File: src/rtl/tick_gen_pkg.sv
// tick_gen_pkg: shared constants and elaboration helpers for the multi-channel tick generator
package tick_gen_pkg;
  localparam int DIV_W_DEF = 26;
  localparam int CH_IDX_W = 3;
  localparam int MAX_CH = 1 << CH_IDX_W;
  function automatic int clog2(input longint v);
    int r;
    r = 0;
    while ((longint'(1) << r) < v) r++;
    return r;
  endfunction
endpackage

File: src/rtl/tick_channel.sv
// tick_channel: one divider channel; a pending divisor is swapped in only at a wrap, clear or while idle
module tick_channel
  import tick_gen_pkg::*;
#(
  parameter int DIV_W = DIV_W_DEF,
  parameter logic [DIV_W-1:0] DEF = '0
) (
  input  logic             clk,
  input  logic             rst_n,
  input  logic             en,
  input  logic             sync_clr,
  input  logic             we,
  input  logic [DIV_W-1:0] wdiv,
  output logic             pend,
  output logic             tick,
  output logic             toggle
);
  logic [DIV_W-1:0] cnt, div, pdiv;
  logic run, wrap, commit;
  assign run = en & (div != '0);
  assign wrap = run & (cnt == div - 1'b1);
  // div of 0 or 1 has no period to protect, so it commits immediately regardless of en
  assign commit = pend & (sync_clr | wrap | (div <= DIV_W'(1)));
  always_ff @(posedge clk or negedge rst_n) begin
    if (!rst_n) begin
      cnt <= '0;
      div <= DEF;
      pdiv <= '0;
      pend <= 1'b0;
      tick <= 1'b0;
      toggle <= 1'b0;
    end else begin
      cnt <= (sync_clr | wrap) ? '0 : run ? cnt + 1'b1 : cnt;
      tick <= ~sync_clr & wrap;
      toggle <= ~sync_clr & (toggle ^ wrap);
      if (we) begin
        pdiv <= wdiv;
        pend <= 1'b1;
      end else if (commit) begin
        div <= pdiv;
        pend <= 1'b0;
      end
    end
  end
endmodule

File: src/rtl/tick_gen_multi.sv
// tick_gen_multi: NUM_CH programmable tick/toggle channels with a valid/ready divisor update port
module tick_gen_multi
  import tick_gen_pkg::*;
#(
  parameter int CLK_HZ = 50000000,
  parameter int NUM_CH = 3,
  parameter int DIV_W = DIV_W_DEF,
  parameter logic [NUM_CH*DIV_W-1:0] DEF_DIV = {26'd50000000, 26'd25000000, 26'd50000}
) (
  input  logic                clk,
  input  logic                rst_n,
  input  logic                en,
  input  logic                sync_clr,
  input  logic                cfg_valid,
  input  logic [CH_IDX_W-1:0] cfg_ch,
  input  logic [DIV_W-1:0]    cfg_div,
  output logic                cfg_ready,
  output logic [NUM_CH-1:0]   tick,
  output logic [NUM_CH-1:0]   toggle
);
  if (clog2(longint'(CLK_HZ) + 1) > DIV_W) begin : g_bad_w
    $error("DIV_W too narrow for CLK_HZ");
  end
  if (NUM_CH < 1 || NUM_CH > MAX_CH) begin : g_bad_n
    $error("NUM_CH out of range");
  end
  logic [NUM_CH-1:0] pend;
  logic [MAX_CH-1:0] pend_x;
  assign pend_x = MAX_CH'(pend);
  assign cfg_ready = ({1'b0, cfg_ch} < (CH_IDX_W + 1)'(NUM_CH)) & ~pend_x[cfg_ch];
  for (genvar i = 0; i < NUM_CH; i++) begin : g_ch
    tick_channel #(.DIV_W(DIV_W), .DEF(DEF_DIV[i*DIV_W +: DIV_W])) u_ch (
      .clk(clk),
      .rst_n(rst_n),
      .en(en),
      .sync_clr(sync_clr),
      .we(cfg_valid & cfg_ready & (cfg_ch == CH_IDX_W'(i))),
      .wdiv(cfg_div),
      .pend(pend[i]),
      .tick(tick[i]),
      .toggle(toggle[i])
    );
  end
endmodule
File: config.mk
export PLATFORM = sky130hd
export DESIGN_NAME = tick_gen_multi
export DESIGN_NICKNAME = d
export VERILOG_FILES = /design/src/rtl/tick_gen_pkg.sv /design/src/rtl/tick_channel.sv /design/src/rtl/tick_gen_multi.sv
export SDC_FILE = /design/constraint.sdc
export NUM_CORES = 1
export LEC_CHECK = 0
export CAP_MARGIN = 20
export CORE_MARGIN = 1
export CORE_UTILIZATION = 30
export DETAILED_ROUTE_END_ITERATION = 10
export SYNTH_ARGS = -nofsm -noshare
export SYNTH_HDL_FRONTEND = slang
export SYNTH_SLANG_ARGS = --single-unit
File: constraint.sdc
create_clock -name clk -period 3.4 [get_ports clk]
set_input_delay 0.34 -clock clk [delete_from_list [all_inputs] [get_ports clk]]
set_output_delay 0.34 -clock clk [all_outputs]
set_load 0.01 [all_outputs]
==> run summary <==
CP Class -> flop to flop
Required @ worst endpoint -> 3.83 ns
Met3 routed WL -> 1410 um
Final Setup Violations -> 29
Die width -> 212 um
Nature of the critical path endpoint -> flop
Asr flop ratio synth -> 100%
Worst hold path type -> input pin to asynchronous set/reset pin
R2R depth -> 11
Fmax -> 0.288 GHz
Post-synthesis xor/xnor area fraction -> 10.5%
Remaining antenna violation count -> 0
Number of synthesized register bits -> 243
Vias in the first global route -> 9941
Mapped Cells -> 1239
Post-synthesis simple-gate area fraction -> 18.7%
Core area -> 0.0434 sq mm
Top cells by area, synth -> dfrtp_1 (40%), mux2_2 (11%), xnor2_1 (6.3%)
I/O pins -> 41
Routed WL -> 35400 um
IO Port Bufs -> 40
Syn-to-layout area delta -> 27.8%
Multiplexer share of the synthesized area -> 13.6%
Final Core Density -> 39.1%
Overflow after GRT -> 0
Worst Tran Pin Value -> 0.800 ns
WL/cell -> 17.8 um
Post-synth cell types -> 78
Die ar. -> 0.0450 sq mm
DRC Markers -> 0
Tcrit/Tclk final -> 102%
Worst-path cell chain -> buf_4 > buf_4 > nor4b_1 > nand4_1 > or4_1 > a2bb2oi_1 > nand4_1 > o41ai_4 > o21ai_4 > buf_12 > mux2_4
Critical Path Fanout Max -> 15
Yosys Warn Count -> 0
Setup Skew -> 0.0131 ns
Synth Area in Adders -> 1.13%
Synth area leader -> dfrtp_1
Hold slack -> 0.405 ns
Worst relative slew slack -> 46.7%
CTS Buf Count -> 26
Top_reg_cell synth -> dfrtp_1
Drt first pass iters -> 5
Final HPWL DP -> 25200 um
Largest net degree at the start of global routing -> 100
RR Endpoint -> g_ch[0].u_ch.div[13]
Most common cell after layout, fill and taps aside -> dfrtp_1
Synth Area in Compound Gates -> 6.85%
CTS root buf -> clkbuf_16
Sequential-to-total area share from yosys stat -> 46.2%
Inserted Diodes -> 0
Max layer used -> met4
Status -> complete, but fails checks
Slowest CP cell -> or4_1
Worst setup startpoint -> g_ch[0].u_ch.div[2]
Proportion of layout cells with a drive suffix above 1 -> 32.7%
Vias -> 10100
Mapped cell area -> 0.0133 sq mm
Row count -> 76
Starting density of the core -> 30.6%
Initial drt markers -> 694
Leakage power -> 6.99 nW
H-tree depth -> 1
RR Startpoint -> g_ch[0].u_ch.div[2]
Clock latency on the worst-skew pair -> 0.55 ns
WL met1 -> 16800 um
Top-area cell type share of the netlist area -> 40.2%
Nets -> 1431
Worst-case clock buffer depth -> 3
Critical path arrival -> 3.90 ns
Die Height -> 212 um
CP peak stage delay -> 0.55 ns
PnR Total Power -> 0.0129 W
Worst-path clk slew -> 0.06 ns
Placed Instance Area -> 0.0153 sq mm
First-pass GRT wire length -> 55300 um
Largest family of logic cells by synthesized area -> simple AND/OR/NAND/NOR gates
Commonest cells after routing, fill and taps aside -> dfrtp_1 (212), buf_4 (115), mux2_2 (110), nor2_1 (103), xnor2_1 (95)
Final WS setup -> -0.0735 ns
Fin. Hold Viols -> 0
TritonCTS clock tree -> yes
Max Slew Vio Count -> 0
Setup crit start kind -> flop
Number of flops mapped to enable cells by yosys -> 0
Vias per inst -> 5.07
Pre-CTS setup slack -> -0.152 ns
Max cap viols -> 0
Post-route cell area -> 0.0169 sq mm
Initial antenna violation count -> 1
PD cells -> 759 mW/mm^2
GPL Wtd Cong -> 0.878
Post-synthesis net count -> 1285
Mean post-synth cell area -> 10.7 sq um
RSZ-0062 raised after global routing -> true
Worst vdd ir -> 0.414 mV
R2r setup slk -> -0.07 ns
Failing checks -> setup timing
Total track usage -> 15.4%
# clock sinks -> 243
Min cycle time layout -> 3.47 ns
Met2 WL -> 16500 um
## kinds of logic (layout without fill, tap and decap cells)
group / Yosys count / after routing
adder cells (fa/ha/maj): 12 / 12
AO/OA/AOI/OAI: 117 / 117
XOR/XNOR: 159 / 159
AND/OR/NAND/NOR: 458 / 458
flip-flops: 243 / 243
buffers and inverters: 96 / 262
multiplexers: 154 / 154
## worst max-delay path: cells and delay by family (launching register included)
kind,cells,cell delay (ns)
AND/OR/NAND/NOR,4,1.46
AO/OA/AOI/OAI,3,0.73
flip-flops,1,0.40
multiplexers,1,0.30
buffers and inverters,3,0.47
## power by group
| part | total, W | switching (W) | internal, W |
|---|---|---|---|
| combinational | 0.00546 | 0.00260 | 0.00285 |
| sequential | 0.00431 | 0.000679 | 0.00364 |
| clock | 0.00308 | 0.00124 | 0.00184 |
| total | 0.0129 | 0.00453 | 0.00833 |
## sequential cells by signal (all words and copies together), names as in the netlist
signal            flops
g_ch.u_ch.div        78
g_ch.u_ch.cnt        78
g_ch.u_ch.pend        3
g_ch.u_ch.tick        3
g_ch.u_ch.toggle      3
g_ch.u_ch.pdiv       78
## layer usage
| metal | up-vias | global-route usage, % |
|---|---|---|
| met5 | - | 0 |
| met4 | 0 | 3.10 |
| met3 | 44 | 2.22 |
| met2 | 173 | 24.4 |
| met1 | 5112 | 22.3 |
| li1 | 4758 | - |
## cell usage after synthesis, types with 12 or more instances
master	n
inv_1	33
xor2_1	64
nand2_1	55
nand3_1	41
o21ai_0	22
mux2_2	133
nor3_1	41
mux2_4	18
and3_1	16
xnor2_1	95
a21oi_1	15
nand4_1	36
clkbuf_1	45
dfstp_2	30
nor4_1	36
or3_1	20
dfrtp_1	213
ha_1	12
or4_1	16
nor2_1	125
## through the flow
stage	setup TNS, ns	instances
after detailed placement	-2.68	1917
after CTS	-1.18	1970
after global routing	-8.06	1990
final	-1.05	1990
after global placement	-1.27	1917
after floorplan	-0.951	1239
## cell type report
type / instances / area, sq um
flip-flops and latches: 243 / 6120
multi-input cells: 900 / 7250
clock buffers: 32 / 724
fillers: 4248 / 26400
inverters: 33 / 124
clock inverters: 16 / 211
well taps: 585 / 732
repair buffers: 181 / 1770
## how the worst max path moves through the flow
stage	end	depth (start not counted)	slack, ns
floorplan	g_ch[2].u_ch.div[0]	10	-0.05
global placement	g_ch[0].u_ch.toggle	9	-0.13
detailed placement	g_ch[0].u_ch.div[2]	10	-0.15
CTS	g_ch[0].u_ch.div[13]	9	-0.08
global route	g_ch[0].u_ch.div[13]	9	-0.16
finish	g_ch[0].u_ch.div[13]	11	-0.07
## what timing repair did
item	4_1_cts	5_1_grt
setup buffers	3	11
hold endpoints to repair	78	0
gates cloned	1	9
endpoints found under the setup margin	29	143
resized for setup	7	91
pin swaps	2	26
hold buffers	1	0
Note: power is estimated with default switching activity, not from simulation.
